File: config.mk
export PLATFORM = sky130hd
export DESIGN_NAME = count_slot_arbiter
export DESIGN_NICKNAME = d
export VERILOG_FILES = /design/src/rtl/count_slot_arbiter.sv
export SDC_FILE = /design/constraint.sdc
export NUM_CORES = 1
export LEC_CHECK = 0
export CELL_PAD_IN_SITES_DETAIL_PLACEMENT = 1
export CELL_PAD_IN_SITES_GLOBAL_PLACEMENT = 2
export CORE_MARGIN = 3
export CORE_UTILIZATION = 28
export CTS_CLUSTER_SIZE = 40
export DETAILED_ROUTE_END_ITERATION = 10
export GPL_TIMING_DRIVEN = 0
export PLACE_DENSITY = 0.88
export SLEW_MARGIN = 30
export SYNTH_ARGS = -nofsm -noshare
export SYNTH_HDL_FRONTEND = slang
export SYNTH_SLANG_ARGS = --single-unit
File: constraint.sdc
create_clock -name clk -period 2.05 [get_ports clk]
set_clock_uncertainty 0.15 [all_clocks]
set_input_delay 0.205 -clock clk [delete_from_list [all_inputs] [get_ports clk]]
set_output_delay 0.205 -clock clk [all_outputs]
set_load 0.03 [all_outputs]
File: src/rtl/count_slot_arbiter.sv
// Round-robin sequencer that shares one down-counting interval timer between NREQ requesters.
// Every output is registered. Reset is synchronous and active-low.
module count_slot_arbiter #(
    parameter int NREQ = 4,
    parameter int CW   = 3,
    parameter int IDW  = 2
) (
    input  logic               clk,
    input  logic               rst,
    input  logic [NREQ-1:0]    req,
    input  logic [NREQ*CW-1:0] len,
    output logic [NREQ-1:0]    grant,
    output logic               busy,
    output logic [CW-1:0]      cnt,
    output logic               done,
    output logic [IDW-1:0]     done_id,
    output logic               aborted
);

    typedef enum logic [1:0] {IDLE, COUNT, DONE} state_t;

    state_t           state, state_n;
    logic [IDW-1:0]   ptr, ptr_n, owner, owner_n, winner, owner_inc;
    logic [NREQ-1:0]  grant_n;
    logic             busy_n, done_n, aborted_n, found;
    logic [CW-1:0]    cnt_n;
    logic [IDW-1:0]   done_id_n;
    int unsigned      idx;

    // Scan starts at ptr and wraps, so the first active requester at or after ptr wins.
    always_comb begin
        found  = 1'b0;
        winner = '0;
        idx    = 0;
        for (int unsigned k = 0; k < NREQ; k++) begin
            idx = (32'(ptr) + k) % NREQ;
            if (!found && req[idx]) begin
                found  = 1'b1;
                winner = IDW'(idx);
            end
        end
    end

    assign owner_inc = (owner == IDW'(NREQ - 1)) ? '0 : owner + 1'b1;

    always_comb begin
        state_n   = state;
        ptr_n     = ptr;
        owner_n   = owner;
        grant_n   = grant;
        busy_n    = busy;
        cnt_n     = cnt;
        done_n    = done;
        done_id_n = done_id;
        aborted_n = aborted;
        case (state)
            IDLE: begin
                if (found) begin
                    owner_n         = winner;
                    grant_n         = '0;
                    grant_n[winner] = 1'b1;
                    cnt_n           = len[winner*CW +: CW];
                    state_n         = COUNT;
                    busy_n          = 1'b1;
                end
            end
            COUNT: begin
                // An owner dropping its request ends the slot even when cnt has also reached zero.
                if (!req[owner]) begin
                    state_n   = DONE;
                    aborted_n = 1'b1;
                    done_n    = 1'b1;
                    done_id_n = owner;
                end else if (cnt == '0) begin
                    state_n   = DONE;
                    aborted_n = 1'b0;
                    done_n    = 1'b1;
                    done_id_n = owner;
                end else begin
                    cnt_n = cnt - 1'b1;
                end
            end
            DONE: begin
                state_n   = IDLE;
                grant_n   = '0;
                busy_n    = 1'b0;
                done_n    = 1'b0;
                aborted_n = 1'b0;
                ptr_n     = owner_inc;
            end
            default: state_n = IDLE;
        endcase
    end

    always_ff @(posedge clk) begin
        if (!rst) begin
            state   <= IDLE;
            ptr     <= '0;
            owner   <= '0;
            grant   <= '0;
            busy    <= 1'b0;
            cnt     <= '0;
            done    <= 1'b0;
            done_id <= '0;
            aborted <= 1'b0;
        end else begin
            state   <= state_n;
            ptr     <= ptr_n;
            owner   <= owner_n;
            grant   <= grant_n;
            busy    <= busy_n;
            cnt     <= cnt_n;
            done    <= done_n;
            done_id <= done_id_n;
            aborted <= aborted_n;
        end
    end

endmodule

==> results of run 1 <==
power by group through the flow:
stage	sequential (mW)	combinational [mW]	clock (mW)
floorplan	0.515	0.329	0
global placement	0.447	0.583	0
detailed placement	0.450	0.601	0
CTS	0.442	0.605	0.255
global route	0.449	0.666	0.270
finish	0.442	0.605	0.244
sequential cells by signal, summed over array words and instances (netlist names):
register and cells:
owner 2, done_id 2, cnt 3, aborted 1
grant 4, state 2, busy 1, ptr 2
done 1
worst max-delay path: stages:
cell and delay (ns):
clkdlybuf4s50_1 0.55, and4b_1 0.23, a211o_1 0.34, and2_4 0.19, a2111oi_4 0.34, a2bb2oi_2 0.09
cell families after synthesis:
logic type / synth area share, %
AOI/OAI and AO/OA: 34.40
adders and majority gates: 3.100
muxes: 5.165
and+or+nand+nor: 20.15
buffers and inverters: 6.715
xor gates and xnor gates: 0.7233
DFF: 29.75
synth_stat cells, types with 2 or more instances:
library cell  count
a21oi_1          10
inv_1             7
clkbuf_1          3
o21ai_0           9
o211ai_1          2
a22oi_1           2
nor2_1           15
nand2_1          12
nand2b_1          3
ha_1              3
o21a_1            2
o211a_1           2
nor3_1            3
a211o_1           2
buf_2             2
nor2b_1           4
a221oi_1          2
nand3_1           3
dfxtp_1          18
buf_4             3
o2111ai_1         3
mux2i_1           4
o21ai_1           2
routing by layer:
layer	vias to the layer above	wire length, µm	track usage (%)
met5	-	0	0
met4	0	39	3.132
met3	6	189	3.647
met2	28	1757	24.59
met1	573	1826	21.30
li1	599	-	-
worst max-delay path by stage:
stage,cells after the start,slack [ns],end
floorplan,7,0.18,cnt[1]$_SDFFE_PN0P_
global placement,7,-0.17,cnt[0]$_SDFFE_PN0P_
detailed placement,7,-0.26,cnt[1]$_SDFFE_PN0P_
CTS,7,0.01,cnt[1]$_SDFFE_PN0P_
global route,7,0.03,cnt[0]$_SDFFE_PN0P_
finish,6,0.10,cnt[1]$_SDFFE_PN0P_
layout make-up:
class / instances / area (µm²)
repair buffers: 29 / 295.3
well taps: 50 / 62.56
clock buffers: 3 / 41.29
inverters: 7 / 26.28
fillers: 502 / 2449
plain buffers: 9 / 67.56
multi-input cells: 111 / 784.5
flip-flops and latches: 18 / 360.3
stage by stage:
stage / cell area, µm² / worst slack [ns] / std cells / hold slack (ns)
floorplan: 1211 / 0.1762 / 145 / 0.1804
global placement: 1564 / -0.1673 / 224 / 0.2983
detailed placement: 1564 / -0.2572 / 224 / 0.3057
CTS: 1605 / 0.01115 / 227 / 0.3210
global route: 1638 / 0.02663 / 227 / 0.3497
finish: 1638 / 0.1006 / 227 / 0.3137
repair_timing:
action,in CTS,in global routing
endpoints found under the hold margin,0,0
setup endpoints to repair,0,8
gates resized for setup,0,12
==> results.json, run 1 <==
{
  "vias_per_cell": 5.313,
  "fmax_mhz": 513.0,
  "netlist_instances": 145,
  "ant_nets": 0,
  "wl_um": 3812,
  "synth-edff-count": 0,
  "grt_antenna_before_repair": 0,
  "grt_max_degree": 11,
  "grt_pass1_vias": 1260,
  "rr_startpoint": "ptr[0]$_SDFFE_PN0P_",
  "worstMarginPinSlew_ns": 0.5276,
  "holdCritPathClass": "reg2reg",
  "period_share_pct": 95.09,
  "p_switching_mw": 0.4925,
  "rows": 23,
  "crit_type": "in2reg",
  "netlist.area_leader.share_pct": 29.75,
  "post_cts_buffers": 0,
  "io_buffers": 29,
  "critPathLaunch": "req[3]",
  "rr_worst_depth": 6,
  "setup_tns_ns": 0,
  "drive_gt1_share_pct": 12.99,
  "rsz0062_at_grt": "no",
  "overflow": 0,
  "utilization_pct": 40.08,
  "wl_per_cell_um": 16.79,
  "start_util_pct": 29.64,
  "yosysSeqAreaShare_pct": 29.75,
  "area_delta_synth_final_pct": 35.23,
  "chipWidth_um": 71.77,
  "setup_violations": 0,
  "layout_common_cells": "clkdlybuf4s50_1 (27), dfxtp_1 (18), nor2_1 (15)",
  "worstHoldEndpoint": "grant[1]$_SDFFE_PN0P_",
  "irDropWorstVdd_uv": 409.1,
  "cp-start-kind": "input pin",
  "drc": 0,
  "synth.distinct_cells": 52,
  "cts.sinks": 18,
  "seqPwrFrac_pct": 34.2,
  "hold_viol_final": 0,
  "io_pins": 30,
  "die_y_um": 71.77,
  "clock_tree.root_cell": "clkbuf_8",
  "timing.rr.end": "cnt[1]$_SDFFE_PN0P_",
  "ys_warn_count": 0,
  "p_comb_share_pct": 46.9,
  "synth_top_area_cell": "dfxtp_1",
  "critPathArrivalTime_ns": 1.94,
  "htreeDepth": 1,
  "cp.required_ns": 2.04,
  "synth_seq_cells": 18,
  "p_total_mw": 1.291,
  "period_needed_ns": 1.949,
  "internal-power_mw": 0.7989,
  "p_leak_nw": 0.6479,
  "cap_violations": 0,
  "clk_pin_slew_worst_paths_ns": 0.07,
  "synth_nets": 166,
  "synthFlopType": "dfxtp_1",
  "cts_tree": "done",
  "switching_share_pct": 38.14,
  "cp_max_fo": 5,
  "postSynthAreaPerCell_um2": 8.353,
  "dpl.hpwl_um": 3023,
  "via_count": 1206,
  "status": "complete, no violations",
  "drtPass1Iterations": 4,
  "grt_usage_pct": 15.44,
  "synth_area_leaders": "dfxtp_1 (30%), nor2_1 (4.6%), a21oi_1 (4.1%)",
  "p_clk_share_pct": 18.9,
  "synth_area_um2": 1211,
  "drt_iter0_markers": 33,
  "maxSlewViolCount": 0,
  "async_reset_ff_share_pct": 0,
  "hold_depth": 2,
  "reg2reg_slack_ns": 0.17,
  "finalNetCount": 200,
  "insertion_delay_ns": 0.25,
  "cts.path.max_buffers": 2,
  "cts_made_buffers": 3,
  "powerDensity_nw_per_um2": 788.5,
  "core_area_um2": 4086,
  "max_slew_margin_pct": 64.55,
  "die-area_um2": 5151,
  "gp_congestion": 0.8223,
  "grt_pass1_wl_um": 6203,
  "diodes": 0,
  "endpoint_kind": "flop",
  "final_common_cell": "clkdlybuf4s50_1",
  "postCtsHoldBufs": 0,
  "holdCritStartpoint": "grant[1]$_SDFFE_PN0P_"
}
No activity file was read; power rests on OpenSTA's default activity.
==> inputs of run 2 (changes only) <==
--- a/config.mk
+++ b/config.mk
@@ -12,6 +12,6 @@
 export CTS_CLUSTER_SIZE = 40
 export DETAILED_ROUTE_END_ITERATION = 10
-export GPL_TIMING_DRIVEN = 0
 export PLACE_DENSITY = 0.88
+export SETUP_SLACK_MARGIN = 0.05
 export SLEW_MARGIN = 30
 export SYNTH_ARGS = -nofsm -noshare
==> constraint.sdc (replaced) <==
create_clock -name clk -period 2.05 [get_ports clk]
set_clock_uncertainty 0.15 [all_clocks]
set_input_delay 0.41 -clock clk [delete_from_list [all_inputs] [get_ports clk]]
set_output_delay 0.41 -clock clk [all_outputs]
set_load 0.03 [all_outputs]
==> run 2 against run 1 <==
- non-clock buffer count grew 14
- sequential power increased by 7.0%
- combinational power is 4.6% higher
==> results.json, run 2 (same netlist as run 1, synthesis figures left out) <==
{
  "cap_violations": 0,
  "grt_max_degree": 14,
  "preCtsSetupSlack_ns": -0.4364,
  "rows": 23,
  "reg_top3": "grant (4), cnt (3)",
  "rsz0062_at_grt": "no",
  "cp.required_ns": 2.10,
  "diodes": 0,
  "max_slew_margin_pct": 65.52,
  "maxSlewViolCount": 0,
  "endpoint_kind": "flop",
  "p_leak_nw": 0.7192,
  "insertion_delay_ns": 0.26,
  "io_buffers": 29,
  "seqPwrFrac_pct": 33.8,
  "area_delta_synth_final_pct": 44.32,
  "setup_tns_ns": 0,
  "post-place-cells": 237,
  "holdCritPathClass": "reg2reg",
  "core_area_um2": 4086,
  "fillCellCount": 489,
  "wl_um": 4065,
  "p_total_mw": 1.400,
  "grt_pass1_wl_um": 6817,
  "ant_nets": 0,
  "p_clk_share_pct": 21.0,
  "io_pins": 30,
  "multi_input_comb_area_um2": 785.8,
  "start_util_pct": 29.64,
  "cts_made_buffers": 3,
  "switching_share_pct": 37.33,
  "vias_per_cell": 5.318,
  "cp_max_fo": 9,
  "chipWidth_um": 71.77,
  "cp-start-kind": "input pin",
  "irDropWorstVdd_uv": 456.2,
  "overflow": 0,
  "largest_reg_flops": 4,
  "wl_per_cell_um": 16.80,
  "whs_ns": 0.3240,
  "cts.sinks": 18,
  "fin_ws_ns": 0.1056,
  "worstMarginPinSlew_ns": 0.5133,
  "cts_tree": "done",
  "period_needed_ns": 1.944,
  "grt_antenna_before_repair": 0,
  "place_area_um2": 1674,
  "grt_pass1_vias": 1393,
  "p_switching_mw": 0.5228,
  "status": "complete, no violations",
  "crit_type": "in2reg",
  "postCtsHoldBufs": 0,
  "internal-power_mw": 0.8775,
  "via_count": 1287,
  "fin_cells": 242,
  "gp_congestion": 0.8628,
  "htreeDepth": 1,
  "powerDensity_nw_per_um2": 801.1,
  "final_common_cell": "clkdlybuf4s50_1",
  "drc": 0,
  "largest-register": "grant",
  "drt_iter0_markers": 15,
  "drtPass1Iterations": 4,
  "cts.path.max_buffers": 2,
  "clk_pin_slew_worst_paths_ns": 0.07,
  "period_share_pct": 94.85,
  "fmax_mhz": 514.3,
  "clock_tree.root_cell": "clkbuf_8",
  "setup_violations": 0,
  "dpl.hpwl_um": 3244,
  "fin_area_um2": 1748,
  "die-area_um2": 5151,
  "finalNetCount": 214,
  "grt_usage_pct": 16.78,
  "critPathArrivalTime_ns": 1.99,
  "hold_viol_final": 0,
  "layout_common_cells": "clkdlybuf4s50_1 (25), buf_4 (23), dfxtp_1 (16)",
  "regArea_um2": 362.8,
  "p_comb_share_pct": 45.2,
  "drive_gt1_share_pct": 23.44,
  "die_y_um": 71.77,
  "utilization_pct": 42.77
}
==> run 2: routing by layer <==
layer	up-vias	track usage [%]	share of wire, %
met5	-	0	0
met4	0	3.132	1.0
li1	630	-	-
met2	26	28.47	48
met3	7	4.208	4.2
met1	624	21.64	46
==> run 2: worst paths after layout <==
path	from	end	slack, ns	cells after the start
worst max-delay path	req[2]	cnt[2]$_SDFFE_PN0P_	0.11	6
worst min-delay path	done$_SDFFE_PN0P_	done$_SDFFE_PN0P_	0.32	2
worst min register to register	done$_SDFFE_PN0P_	done$_SDFFE_PN0P_	0.32	2
worst max register to register	ptr[0]$_SDFFE_PN0P_	cnt[1]$_SDFFE_PN0P_	0.13	5
==> run 2: timing repair <==
item | CTS | global route
buffers inserted | 1 | 0
gates resized for setup | 8 | 6
endpoints found under the setup margin | 9 | 4
pin swaps | 1 | 1
==> run 2: layout make-up <==
cell class / count / area share, %
Multi-Input combinational cell: 111 / 44.95
Timing Repair Buffer: 52 / 26.06
Sequential cell: 18 / 20.76
Tap cell: 50 / 3.579
Clock buffer: 4 / 3.150
Inverter: 7 / 1.503
==> run 2: critical path, cell delays in order <==
cell,delay [ns]
clkdlybuf4s15_1,0.30
mux4_2,0.59
a21boi_2,0.24
o211ai_1,0.15
o2111a_1,0.18
a21oi_2,0.12
==> run 2: power by group through the flow <==
stage	sequential, mW	clock (mW)	combinational (mW)
after global routing	0.483	0.323	0.689
after floorplan	0.515	0	0.329
after global placement	0.474	0	0.604
after CTS	0.471	0.303	0.639
final	0.473	0.294	0.633
after detailed placement	0.479	0	0.629
==> inputs of run 3 (changes only) <==
- CORE_UTILIZATION: 28 -> 27
- CTS_CLUSTER_DIAMETER: default -> 40
- PLACE_DENSITY: 0.88 -> 0.86
- RECOVER_POWER: default -> 100
==> run 3 against run 2 <==
- total power is 0.72% lower
- setup slack got worse by 0.031 ns
- non-clock buffer count unchanged
- via count about the same
- sequential share of layout area barely moved
- core utilization shrank 0.94 points
- sequential power about the same
- critical path type is now reg2out
- highest routed layer unchanged
==> results.json, run 3 (same netlist as run 1, synthesis figures left out) <==
{
  "reg2reg_slack_ns": 0.17,
  "fin_area_um2": 1745,
  "dpl.hpwl_um": 3264,
  "hold_viol_final": 0,
  "start_util_pct": 29.03,
  "status": "complete, no violations",
  "drive_gt1_share_pct": 21.88,
  "fin_cells": 242,
  "max_slew_margin_pct": 66.55,
  "grt_pass1_vias": 1389,
  "irDropWorstVdd_uv": 460.5,
  "worstHoldEndpoint": "done$_SDFFE_PN0P_",
  "cts_tree": "done",
  "period_needed_ns": 1.976,
  "preCtsSetupSlack_ns": -0.4154,
  "cp_cell_sequence": "dlygate4sd3_1",
  "worstMarginPinSlew_ns": 0.5010,
  "cp-start-kind": "flop",
  "layout_common_cells": "buf_4 (20), dfxtp_1 (16), nor2_1 (15)",
  "powerDensity_nw_per_um2": 796.5,
  "wl_per_cell_um": 17.05,
  "drc": 0,
  "setup_violations": 0,
  "finalNetCount": 214,
  "fillCellCount": 495,
  "p_comb_share_pct": 44.5,
  "whs_ns": 0.3123,
  "cts.sinks": 18,
  "rr_startpoint": "cnt[0]$_SDFFE_PN0P_",
  "die-area_um2": 5325,
  "worst-path-buf-inv": 1,
  "critPathArrivalTime_ns": 1.42,
  "diodes": 0,
  "p_total_mw": 1.390,
  "endpoint_kind": "output pin",
  "drt_iter0_markers": 29,
  "p_clk_share_pct": 21.5,
  "fmax_mhz": 506.1,
  "maxSlewViolCount": 0,
  "cp.required_ns": 1.49,
  "cts_made_buffers": 3,
  "fin_ws_ns": 0.07423,
  "grt_pass1_wl_um": 6768,
  "p_leak_nw": 0.7455,
  "grt_antenna_before_repair": 0,
  "core_area_um2": 4173,
  "io_pins": 30,
  "rr_worst_depth": 7,
  "clock_tree.root_cell": "clkbuf_8",
  "via_count": 1288,
  "period_share_pct": 96.38,
  "place_area_um2": 1674,
  "internal-power_mw": 0.8638,
  "crit_type": "reg2out",
  "grt_max_degree": 15,
  "vias_per_cell": 5.322,
  "ant_nets": 0,
  "chipWidth_um": 72.98,
  "die_y_um": 72.98,
  "cts.path.max_buffers": 2,
  "clk_pin_slew_worst_paths_ns": 0.08,
  "insertion_delay_ns": 0.26,
  "seqPwrFrac_pct": 34.0,
  "holdCritPathClass": "reg2reg",
  "gp_congestion": 0.8425,
  "drtPass1Iterations": 4,
  "cp_max_fo": 4,
  "switching_share_pct": 37.86,
  "reg_top3": "grant (4), cnt (3)",
  "final_common_cell": "buf_4",
  "post-place-cells": 237,
  "largest_reg_flops": 4,
  "holdCritStartpoint": "done$_SDFFE_PN0P_",
  "area_delta_synth_final_pct": 44.11,
  "cap_violations": 0,
  "rows": 23,
  "cp_top_family": "buffers and inverters",
  "hold_depth": 2,
  "rsz0062_at_grt": "no",
  "p_switching_mw": 0.5264,
  "grt_usage_pct": 16.62,
  "critPathMaxStageDelay_ns": 0.76,
  "overflow": 0,
  "cp_slowest_cell": "dlygate4sd3_1",
  "io_buffers": 29,
  "htreeDepth": 1,
  "timing.rr.end": "cnt[1]$_SDFFE_PN0P_",
  "largest-register": "grant",
  "wl_um": 4125
}
[run 3: cell types whose count changed in the layout (fill, tap and decap cells not counted), moves of 2 or more]
cell / before / now
clkdlybuf4s50_1: 25 / 13
buf_4: 23 / 20
clkbuf_2: 1 / 3
dlygate4sd3_1: 0 / 12
[run 3: layout make-up]
type | instances | area [µm²] | share of cell area (%)
multi-input cells | 111 | 792.0 | 45.38
repair buffers | 52 | 446.7 | 25.59
flip-flops and latches | 18 | 362.8 | 20.79
well taps | 50 | 62.56 | 3.584
clock buffers | 4 | 55.05 | 3.154
inverters | 7 | 26.28 | 1.505
[run 3: layer usage]
| layer | vias to the layer above | global-route usage (%) | share of wire (%) |
|---|---|---|---|
| li1 | 628 | - | - |
| met1 | 629 | 20.17 | 44 |
| met2 | 27 | 28.96 | 49 |
| met3 | 4 | 4.683 | 5.4 |
| met4 | 0 | 3.893 | 1.2 |
| met5 | - | 0 | 0 |
[run 3: through the flow]
step | TNS (ns) | util (%)
3_3_place_gp | -3.609 | 40.12
4_1_cts | 0 | 41.59
5_1_grt | 0 | 41.83
6_report | 0 | 41.83
3_5_place_dp | -4.368 | 40.12
2_1_floorplan | 0 | -
[run 3: worst max path at each step]
stage	slack, ns	from	depth (start not counted)	to
2_1_floorplan	0.18	cnt[0]$_SDFFE_PN0P_	7	cnt[1]$_SDFFE_PN0P_
3_3_place_gp	-0.39	req[0]	6	cnt[1]$_SDFFE_PN0P_
3_5_place_dp	-0.42	req[2]	6	cnt[2]$_SDFFE_PN0P_
4_1_cts	0.11	owner[0]$_SDFFE_PN0P_	5	cnt[2]$_SDFFE_PN0P_
5_1_grt	0.03	cnt[2]$_SDFFE_PN0P_	1	cnt[2]
6_report	0.07	cnt[2]$_SDFFE_PN0P_	1	cnt[2]
[run 3: power groups by stage]
stage / combinational, mW / sequential, mW / clock, mW
3_3_place_gp: 0.601 / 0.474 / 0
5_1_grt: 0.673 / 0.483 / 0.320
6_report: 0.619 / 0.472 / 0.299
2_1_floorplan: 0.329 / 0.515 / 0
3_5_place_dp: 0.617 / 0.477 / 0
4_1_cts: 0.626 / 0.471 / 0.302
[run 3: timing repair]
item                                    in CTS  in global routing
pin swaps                                    1                  1
hold buffers                                 0                  0
hold endpoints to repair                     0                  0
gates resized for setup                      7                  7
endpoints found under the setup margin      11                  6
buffers inserted                             0                  1
cloned                                       0                  0
